**src/rtl/sbinit_sb_arbiter.sv**
```systemverilog
// -----------------------------------------------------------------------------
// sbinit_sb_arbiter
//
// SBINIT stage controller. It sequences the TX_SBINIT and RX_SBINIT halves and
// shares one sideband message encoder between them. Valid-qualified requests
// from both halves are arbitrated round-robin (TX favoured after reset). The
// winning code goes to the encoder until i_SB_ack. The winner then gets a
// one-cycle deassert pulse. Sticky end flags from both halves drive the
// stage-done level.
//
// Optional feature macro: SBINIT_TIMEOUT_EN
//   defined   -> a saturating cycle counter runs in ARB/SEND/RELEASE, and the
//                block enters TIMEOUT after TIMEOUT_CYCLES cycles without DONE.
//   undefined -> no counter, no TIMEOUT entry, o_timeout tied to 0.
//
// Ports
//   i_clk, i_rst_n           clock, asynchronous active-low reset
//   i_SBINIT_en              stage enable; low returns to IDLE on next edge
//   i_valid_tx/_rx           request from TX/RX half
//   i_encoded_SB_msg_tx/_rx  message code from TX/RX half
//   i_SBINIT_end_tx/_rx      TX/RX half finished
//   i_SB_ack                 encoder finished sending the presented message
//   o_valid                  message presented to encoder
//   o_encoded_SB_msg         presented message code
//   o_deassert_valid_tx/_rx  one-cycle "message sent" pulse to the winner
//   o_SBINIT_end             both halves finished (level)
//   o_timeout                stage timed out (level)
// -----------------------------------------------------------------------------
module sbinit_sb_arbiter #(
  parameter int SB_MSG_WIDTH   = 4,
  parameter int TIMEOUT_CYCLES = 800000
) (
  input  logic                    i_clk,
  input  logic                    i_rst_n,
  input  logic                    i_SBINIT_en,
  input  logic                    i_valid_tx,
  input  logic [SB_MSG_WIDTH-1:0] i_encoded_SB_msg_tx,
  input  logic                    i_SBINIT_end_tx,
  input  logic                    i_valid_rx,
  input  logic [SB_MSG_WIDTH-1:0] i_encoded_SB_msg_rx,
  input  logic                    i_SBINIT_end_rx,
  input  logic                    i_SB_ack,
  output logic                    o_valid,
  output logic [SB_MSG_WIDTH-1:0] o_encoded_SB_msg,
  output logic                    o_deassert_valid_tx,
  output logic                    o_deassert_valid_rx,
  output logic                    o_SBINIT_end,
  output logic                    o_timeout
);

  typedef enum logic [2:0] {
    S_IDLE    = 3'd0,
    S_ARB     = 3'd1,
    S_SEND    = 3'd2,
    S_RELEASE = 3'd3,
    S_DONE    = 3'd4,
    S_TIMEOUT = 3'd5
  } state_e;

  state_e                  state_q;
  logic                    ptr_rx_q;    // 1: RX wins the next contention
  logic                    grant_rx_q;  // identity of the in-flight winner
  logic                    end_tx_q;
  logic                    end_rx_q;
  logic                    valid_q;
  logic [SB_MSG_WIDTH-1:0] msg_q;
  logic                    dtx_q;
  logic                    drx_q;
  logic                    sbinit_end_q;

  logic pick_tx_s;
  logic pick_rx_s;
  logic both_end_s;

  // Round-robin pick: a lone requester always wins; on contention the pointer decides.
  assign pick_tx_s  = i_valid_tx & (~i_valid_rx | ~ptr_rx_q);
  assign pick_rx_s  = i_valid_rx & ~pick_tx_s;
  assign both_end_s = end_tx_q & end_rx_q;

`ifdef SBINIT_TIMEOUT_EN
  localparam int CNT_W = $clog2(TIMEOUT_CYCLES + 1);

  logic [CNT_W-1:0] cnt_q;
  logic             timeout_q;
  logic             tmo_hit_s;
  logic             active_s;

  assign active_s  = (state_q == S_ARB) | (state_q == S_SEND) | (state_q == S_RELEASE);
  assign tmo_hit_s = active_s & (cnt_q == CNT_W'(TIMEOUT_CYCLES - 1));

  // Saturating stage-time counter; only counts while the stage is in progress.
  always_ff @(posedge i_clk or negedge i_rst_n) begin
    if (!i_rst_n) begin
      cnt_q <= '0;
    end else if (!i_SBINIT_en || state_q == S_IDLE) begin
      cnt_q <= '0;
    end else if (active_s && cnt_q != CNT_W'(TIMEOUT_CYCLES)) begin
      cnt_q <= cnt_q + CNT_W'(1);
    end else begin
      cnt_q <= cnt_q;
    end
  end

  assign o_timeout = timeout_q;
`else
  assign o_timeout = 1'b0;
`endif

  // Stage FSM with registered outputs, sticky end flags and arbitration pointer.
  always_ff @(posedge i_clk or negedge i_rst_n) begin
    if (!i_rst_n) begin
      state_q      <= S_IDLE;
      ptr_rx_q     <= 1'b0;
      grant_rx_q   <= 1'b0;
      end_tx_q     <= 1'b0;
      end_rx_q     <= 1'b0;
      valid_q      <= 1'b0;
      msg_q        <= '0;
      dtx_q        <= 1'b0;
      drx_q        <= 1'b0;
      sbinit_end_q <= 1'b0;
`ifdef SBINIT_TIMEOUT_EN
      timeout_q    <= 1'b0;
`endif
    end else if (!i_SBINIT_en) begin
      // Enable drop beats everything, including a same-cycle ack; pointer is kept.
      state_q      <= S_IDLE;
      grant_rx_q   <= 1'b0;
      end_tx_q     <= 1'b0;
      end_rx_q     <= 1'b0;
      valid_q      <= 1'b0;
      msg_q        <= '0;
      dtx_q        <= 1'b0;
      drx_q        <= 1'b0;
      sbinit_end_q <= 1'b0;
`ifdef SBINIT_TIMEOUT_EN
      timeout_q    <= 1'b0;
`endif
    end else begin
      dtx_q <= 1'b0;
      drx_q <= 1'b0;
      if (state_q != S_IDLE) begin
        end_tx_q <= end_tx_q | i_SBINIT_end_tx;
        end_rx_q <= end_rx_q | i_SBINIT_end_rx;
      end

      case (state_q)
        S_IDLE: begin
          state_q <= S_ARB;
        end
        S_ARB: begin
          // DONE is only taken here, so an in-flight message always completes first.
          if (both_end_s) begin
            state_q      <= S_DONE;
            sbinit_end_q <= 1'b1;
          end else if (pick_tx_s || pick_rx_s) begin
            state_q    <= S_SEND;
            grant_rx_q <= pick_rx_s;
            ptr_rx_q   <= pick_tx_s;
            valid_q    <= 1'b1;
            msg_q      <= pick_rx_s ? i_encoded_SB_msg_rx : i_encoded_SB_msg_tx;
          end else begin
            state_q <= S_ARB;
          end
        end
        S_SEND: begin
          if (i_SB_ack) begin
            state_q <= S_RELEASE;
            valid_q <= 1'b0;
            msg_q   <= '0;
            dtx_q   <= ~grant_rx_q;
            drx_q   <= grant_rx_q;
          end else begin
            state_q <= S_SEND;
          end
        end
        S_RELEASE: begin
          state_q    <= S_ARB;
          grant_rx_q <= 1'b0;
        end
        S_DONE: begin
          state_q <= S_DONE;
        end
        S_TIMEOUT: begin
          state_q <= S_TIMEOUT;
        end
        default: begin
          state_q <= S_IDLE;
        end
      endcase

`ifdef SBINIT_TIMEOUT_EN
      // Expiry overrides the case above unless DONE is being taken this cycle.
      if (tmo_hit_s && !(state_q == S_ARB && both_end_s)) begin
        state_q    <= S_TIMEOUT;
        valid_q    <= 1'b0;
        msg_q      <= '0;
        dtx_q      <= 1'b0;
        drx_q      <= 1'b0;
        grant_rx_q <= 1'b0;
        timeout_q  <= 1'b1;
      end
`endif
    end
  end

  assign o_valid             = valid_q;
  assign o_encoded_SB_msg    = msg_q;
  assign o_deassert_valid_tx = dtx_q;
  assign o_deassert_valid_rx = drx_q;
  assign o_SBINIT_end        = sbinit_end_q;

endmodule

```
**config.mk**
```make
export PLATFORM = sky130hd
export DESIGN_NAME = sbinit_sb_arbiter
export DESIGN_NICKNAME = d
export VERILOG_FILES = /design/src/rtl/sbinit_sb_arbiter.sv
export SDC_FILE = /design/constraint.sdc
export NUM_CORES = 1
export LEC_CHECK = 0
export ABC_AREA = 1
export CAP_MARGIN = 20
export CORE_AREA = 2 2 47 49
export DETAILED_ROUTE_END_ITERATION = 10
export DIE_AREA = 0 0 49 51
export MAX_ROUTING_LAYER = met4
export PLACE_DENSITY = 0.69
export SLEW_MARGIN = 40
export SYNTH_ARGS = -nofsm -noshare
export SYNTH_HDL_FRONTEND = slang
export SYNTH_SLANG_ARGS = --single-unit
```
**constraint.sdc**
```tcl
create_clock -name i_clk -period 1.3 [get_ports i_clk]
set_input_delay 0.26 -clock i_clk [delete_from_list [all_inputs] [get_ports i_clk]]
set_output_delay 0.26 -clock i_clk [all_outputs]
set_load 0.03 [all_outputs]
```
======== Word-level counts from Yosys, hierarchy flattened ========
Cells that the tools add are included.
word-level totals
  bits of input ports ..................... 16
  latch bits .............................. 0
  register bits after elaboration ......... 15
  memory bits (read-only) ................. 0
  memories kept ........................... 0
  memory bits (writable) .................. 0
cells by class
  equality and inequality tests ........... 13
  bitwise logic cells ..................... 11
  $mul .................................... 0
  shifts and indexed selects .............. 0
  reduce and logical (&&, ||, !) cells .... 8
  $add $sub $neg .......................... 0
  multiplexer cells ....................... 33
  $lt $le $gt $ge ......................... 0
  div/mod/pow operators ................... 0
operators with widths
  cell                  count
  $mux W1               21
  $mux W4               5
  $pmux W3 S5           1
  $ne A3 B3 Y1 const B  3
  $pmux W4 S2           1
  $reduce_and A4 Y1     2
  $eq A3 B2 Y1 const B  2
  $eq A3 B3 Y1 const B  2
  $mux W3               2
  $ne A2 B1 Y1 const B  3
  $ne A3 B1 Y1 const B  2
  $not A1 Y1            5
  $pmux W1 S2           2
  $and A1 B1 Y1         3
  $eq A3 B1 Y1 const B  1
  $logic_not A3 Y1      1
  $or A1 B1 Y1          3
  $reduce_and A3 Y1     1
  $reduce_bool A3 Y1    1
  $mux W2               1
  $reduce_and A2 Y1     1
  $reduce_or A2 Y1      1
  $logic_or A1 B1 Y1    1

======== Longest topological paths before layout ========
Gate-level depths: netlist of the first run.
  depth after elaboration ................. 10
  mapped depth ............................ 8
  gate-level depth less buffers ........... 8

======== Least setup slack after synthesis of the first run ========
OpenSTA, ideal clock, no wires.
  path type ............................... reg2reg
  start point ............................. register state_q[2]
  end point ............................... register msg_q[2] (netlist: o_encoded_SB_msg[2])
  library setup time ...................... 117 ps
  path buffers ............................ 0
  path slack .............................. 151 ps
  data required time ...................... 1183 ps
  cell stages (with the launch flop) ...... 9
  data arrival time ....................... 1032 ps
  cells stage by stage .................... dfrtp_1 > inv_1 > nand2_2 > nor2_4 > nand2_2 > o21ai_2 > nand2_1 > nand3_1 > nand2_1
between the ends
  longest elaborated chain between the ends .. 3
RTL lines
  element                                                               line  text
  start: declaration                                                    60    state_e state_q;
  start signal: assignment                                              112   state_q <= S_IDLE;
  start signal: assignment                                              127   state_q <= S_IDLE;
  start signal: assignment                                              149   state_q <= S_ARB;
  $eq A3 B2 Y1 / $eq A3 B1 Y1 (equally long branches)                   147   case (state_q)
  $ne A3 B1 Y1 (no source line) (tied with other cells)                 -
  $reduce_and A4 Y1 (no source line) / $mux W4 (equally long branches)  -
  end signal: assignment                                                161   msg_q <= pick_rx_s ? i_encoded_SB_msg_rx : i_encoded_SB_msg_tx;
  end: declaration                                                      66    logic [SB_MSG_WIDTH-1:0] msg_q;
Several ways; a longest one is shown, not always the timed one.
A chain may end at the register's enable or synchronous reset.

======== Final worst setup path of the first run ========
  start point ............................. register state_q[2]
  end point ............................... register msg_q[1] (netlist: o_encoded_SB_msg[1])
The elaborated chain is that of the path after synthesis.

==> results.cfg, run 1 <==
[clock_tree]
clock_latency_ns = 0.29
cts_buffers = 3
cts_buffer_depth = 2
postCtsHoldBufs = 0
tritoncts = done
cts.sinks = 15
clkSlewWorstSetupHoldPaths_ns = 0.10
h-tree-depth = 1
cts-root-buf = clkbuf_4

[yosys]
synthAdderAreaFrac_pct = 0
syn_area_um2 = 847
ys_warn_count = 0
synth_cell_types = 20
ys.flop_type = dfrtp_1
ys_ff_latch = 15
syn-num-nets = 127
synth_top_area_share_pct = 44.3
synth_simple_gate_area_share_pct = 41.1
synth_commonest_cells = 27 x nand2_1, 15 x dfrtp_1, 13 x nand3_1, 13 x nor2_1, 10 x inv_1
yosysTopAreaCell = dfrtp_1
muxShareOfSynthArea_pct = 0
async_reset_ff_share_pct = 100
synth_top_family_by_area = simple AND/OR/NAND/NOR gates
synth_compound_area_share_pct = 6.65
synthTopCellsByArea = dfrtp_1 44%, nand2_1 12%, nand3_1 7.7%
seq_area_frac_synth_pct = 44.3
syn_area_per_cell_um2 = 7.63
synth_cells = 111
yosysMostFrequentCell = nand2_1
synth_edf_count = 0
synth-xor-area-share_pct = 0

[floorplanning]
design.die.area_um2 = 2500
start_util_pct = 41.1
ios = 25
die_w_um = 49
coreArea_um2 = 2060
rows = 17
fp.dieH_um = 51

[critical_path]
worstSetupEndpointType = flop
critical_path_class = reg2reg
required_ns = 1.49
cp-endpoint = o_encoded_SB_msg[1]
r2r_start = state_q[2]
cp.arrival_ns = 1.48
cp_common_cell = nand2_2
reg2reg_depth = 8
crit_cells = 8
worstSetupStartpointType = flop
crit_buf_inv = 1
worstPathMaxFanout = 7
critPathSlowestCell = dfrtp_2
slowest_delay_ns = 0.46
ff2ff_setup_slack_ns = 0.01
crit_chain = inv_4 > nand2_4 > nor2_4 > nand2_2 > o21ai_2 > nand2_2 > nand3_1 > nand2_1
reg2reg_to = o_encoded_SB_msg[1]
startpoint = state_q[2]
crit_family = simple AND/OR/NAND/NOR gates

[detailed_routing]
routed_via_density = 4.77
drtIter0Drc = 9
vias = 835
wl_um = 1890
firstDrtPassIters = 4
drc_errors = 0
final_antenna_net_count = 0
avgRoutedWirePerCell_um = 10.8

[final_layout]
final_util_pct = 58.8
fin_area_um2 = 1210
drive_above_1_share_pct = 31.3
fin_cells = 175
insertedDiodeCount = 0
nNetsFinal = 164
syn_to_final_growth_pct = 43.1
n_fill_cell = 188

[grt]
grt_max_degree = 16
grt_use_total_pct = 17.6
grt_pass1_vias = 781
overflow = 0
grt_pass1_wl_um = 3260
antenna_found_initial = 0

[power]
powerDensity_nw_per_um2 = 1170
total_power_mw = 1.42
vdd_ir_drop_max_mv = 0.609
p_leak_nw = 0.624

[sta]
rsz0062_at_grt = true
finalCritPeriodShare_pct = 99.2
hold_ws_ns = 0.263
finClkSkew_ns = 0.00511
report.final.slew_viol_count = 0
fin_ws_ns = 0.0106
period_minus_slack_ns = 1.29
setup_tns_ns = 0
hold_viol = 0
clock.fmax_ghz = 0.776
setup_viol = 0

[placement]
dp_cells = 169
io_buffers = 23
hpwlAfterDp_um = 1460
pre_cts_ws_ns = -0.250
routabilityCongestion = 0.835
place_area_um2 = 1160

[outcome]
outcome = completed

[flow_run]
maxCapViolations = 0

[hold_path]
min_path_type = in2async
-- worst min path at each step --
stage / slack [ns] / to / cells past startpoint
floorplan: -0.04 / end_rx_q / 0
global placement: 0.45 / o_deassert_valid_tx / 1
detailed placement: 0.45 / o_deassert_valid_tx / 1
CTS: 0.28 / state_q[1] / 2
global route: 0.28 / state_q[0] / 2
finish: 0.26 / state_q[1] / 2
-- cell type report --
type,count,area (µm²),share of cell area [%]
repair buffers,34,279,23.0
flip-flops and latches,15,379,31.3
clock buffers,3,22.5,1.86
well taps,28,35.0,2.89
multi-input cells,81,440,36.3
inverters,13,51.3,4.23
clock inverters,1,5.00,0.413
-- per-layer routing --
layer  vias up  track usage (%)  share of wire, %
met4         0             5.71               2.0
li1        431                -                 -
met3         4             2.63               5.3
met1       374             22.1                43
met5         -                -                 0
met2        26             29.5                50
-- sequential cells by signal, summed over array words and instances, names as in the netlist --
signal	flops
o_SBINIT_end	1
o_deassert_valid_tx	1
grant_rx_q	1
end_tx_q	1
state_q	3
o_deassert_valid_rx	1
end_rx_q	1
ptr_rx_q	1
o_encoded_SB_msg	4
o_valid	1
-- cells in the final DEF (no fill, tap or decap), types with 2 or more instances in the layout --
cell type / count
o21ai_0: 2
nand3_1: 12
clkdlybuf4s50_1: 15
clkbuf_4: 3
nand4_1: 3
nor2_1: 13
dfrtp_1: 12
buf_4: 12
nand3_4: 2
nand2_1: 23
nor2_4: 2
a21oi_1: 6
nand2_2: 8
clkbuf_2: 6
inv_1: 9
nand3_2: 3
dfrtp_2: 3
nor3_1: 2
inv_2: 3
-- cells by family after synthesis --
| family | count (synthesis) |
|---|---|
| and+or+nand+nor | 70 |
| other | 1 |
| AOI/OAI and AO/OA | 10 |
| buffers and inverters | 15 |
| DFF | 15 |
-- timing repair --
| action | CTS | global route |
|---|---|---|
| resized for setup | 13 | 19 |
| cloned | 0 | 0 |
| buffers inserted | 1 | 1 |
| endpoints found under the setup margin | 11 | 12 |
| pin swaps | 1 | 7 |
-- power by group --
group | switching, mW | total [mW] | internal, mW
Sequential | 0.0706 | 0.614 | 0.543
Clock | 0.165 | 0.280 | 0.115
Combinational | 0.319 | 0.527 | 0.208
Note: power is estimated with default switching activity, not from simulation.
==> inputs of run 2 (changes only) <==
==> constraint.sdc (replaced) <==
create_clock -name i_clk -period 1.3 [get_ports i_clk]
set_input_delay 0.13 -clock i_clk [delete_from_list [all_inputs] [get_ports i_clk]]
set_output_delay 0.13 -clock i_clk [all_outputs]
set_load 0.03 [all_outputs]
==> run 2 against run 1 <==
The run now ends with setup timing left. Worst hold slack worse by 0.12 ns. Critical path depth down 2. Maximum frequency down 1.3%. Global-route usage down 0.25 points. Combinational power up 0.9%. Sequential share of layout area down 0.49 points. Register-to-register slack worse by 0.02 ns. Critical endpoint is now ptr_rx_q. Highest routed layer unchanged.
==> results.cfg, run 2 (synthesized netlist as in run 1, its figures left out) <==
[critical_path]
cp.arrival_ns = 1.48
worstSetupStartpointType = flop
crit_chain = inv_2 > nand2_2 > nor2_4 > buf_4 > nand4_1 > a21boi_1
critPathSlowestCell = dfrtp_1
worstSetupEndpointType = flop
worstPathMaxFanout = 6
required_ns = 1.47
critical_path_class = reg2reg
slowest_delay_ns = 0.42

[detailed_routing]
final_antenna_net_count = 0
avgRoutedWirePerCell_um = 10.6
dr.max_layer_used = met4
drtIter0Drc = 18
routed_via_density = 4.90
vias = 873
wl_um = 1880
firstDrtPassIters = 4
drc_errors = 0
wl_met1_um = 849
wl_met2_um = 937
dr_wl_met3_um = 78

[sta]
finalCritPeriodShare_pct = 100
finClkSkew_ns = 0.00190
fin_ws_ns = -0.00596
hold_viol = 0
rsz0062_at_grt = true
hold_ws_ns = 0.144
clock.fmax_ghz = 0.766
setup_viol = 1
report.final.slew_viol_count = 0
period_minus_slack_ns = 1.31

[outcome]
violations = setup timing
outcome = finished with violations

[final_layout]
nNetsFinal = 167
largest_register_ff_count = 4
final_common_cell = nand2_1
insertedDiodeCount = 0
drive_above_1_share_pct = 24.0
syn_to_final_growth_pct = 44.5
mostFrequentLayoutCells = 26 x nand2_1, 15 x clkdlybuf4s50_1, 14 x dfrtp_1, 14 x buf_4

[grt]
overflow = 0
grt_pass1_wl_um = 3220
grt_use_total_pct = 17.3
antenna_found_initial = 0
grt_max_degree = 16
grt_pass1_vias = 764

[power]
p_sw_share_pct = 38.0
comb_power_share_pct = 37.8
vdd_ir_drop_max_mv = 0.705
clkPwrFrac_pct = 19.3
total_power_mw = 1.41
powerDensity_nw_per_um2 = 1150
intPower_mw = 0.873
switchingPower_mw = 0.534
p_leak_nw = 0.653
seqPwrFrac_pct = 42.9

[hold_path]
min_path_type = in2async

[clock_tree]
h-tree-depth = 1
cts_buffer_depth = 2
tritoncts = done
cts.sinks = 15
cts_buffers = 3
clock_latency_ns = 0.28
cts-root-buf = clkbuf_4
clkSlewWorstSetupHoldPaths_ns = 0.09

[floorplanning]
die_w_um = 49
ios = 25
design.die.area_um2 = 2500
rows = 17
coreArea_um2 = 2060
fp.dieH_um = 51
start_util_pct = 41.1

[flow_run]
maxCapViolations = 0

[placement]
io_buffers = 23
pre_cts_ws_ns = -0.0999
routabilityCongestion = 0.803
hpwlAfterDp_um = 1470
-- run 2: cell types whose count changed in the layout (fill, tap and decap cells not counted), sizes merged --
cell,previous run,this run
buf,12,14
clkbuf,9,3
dlygate4sd2,1,8
-- run 2: power groups by stage --
stage	Sequential, mW	Combinational, mW	Clock [mW]
6_report	0.604	0.532	0.271
3_5_place_dp	0.613	0.538	0
3_3_place_gp	0.610	0.533	0
5_1_grt	0.615	0.591	0.304
4_1_cts	0.602	0.516	0.274
2_1_floorplan	0.675	0.263	0
-- run 2: final cells by class --
cell class,count,area (µm²)
clock buffers,3,22.5
clock inverters,1,5.00
fillers,212,840
inverters,13,48.8
multi-input cells,81,410
flip-flops and latches,15,377
well taps,28,35.0
repair buffers,37,325
-- run 2: layer usage --
layer,up-vias,GRT usage [%]
li1,434,-
met1,411,22.1
met2,26,27.9
met3,2,2.63
met4,0,7.14
met5,-,-
-- run 2: timing repair --
action,in CTS,in global routing
pin swaps,0,1
resized for setup,9,3
hold buffers,0,0
setup buffers,0,5
endpoints found under the setup margin,12,7
-- run 2: path summary, 6_finish.rpt --
check,slack [ns],endpoint,cells after the start,startpoint
worst max-delay path,-0.006,ptr_rx_q,6,state_q[2]
worst min-delay path,0.14,state_q[0],2,i_rst_n
worst max register to register,-0.006,ptr_rx_q,6,state_q[2]
worst min register to register,0.46,o_deassert_valid_tx,1,grant_rx_q
max in group asynchronous,0.97,state_q[1],2,i_rst_n
min in group i_clk,0.45,end_rx_q,3,i_SBINIT_end_rx
-- run 2: worst max-delay path, delay by kind of cell, from the launching register on --
family,cells,cell delay [ns]
simple gates,3,0.36
buf+inv,2,0.24
compound gates,1,0.17
flops,1,0.42
-- run 2: through the flow --
stage | TNS [ns] | instances | cell area, µm² | utilization (%)
floorplan | 0 | 111 | 847 | -
global route | -0.442 | 178 | 1220 | 59.3
CTS | 0 | 173 | 1180 | 57.3
global placement | -0.280 | 169 | 1160 | 56.5
finish | -0.00596 | 178 | 1220 | 59.3
detailed placement | -0.501 | 169 | 1160 | 56.5
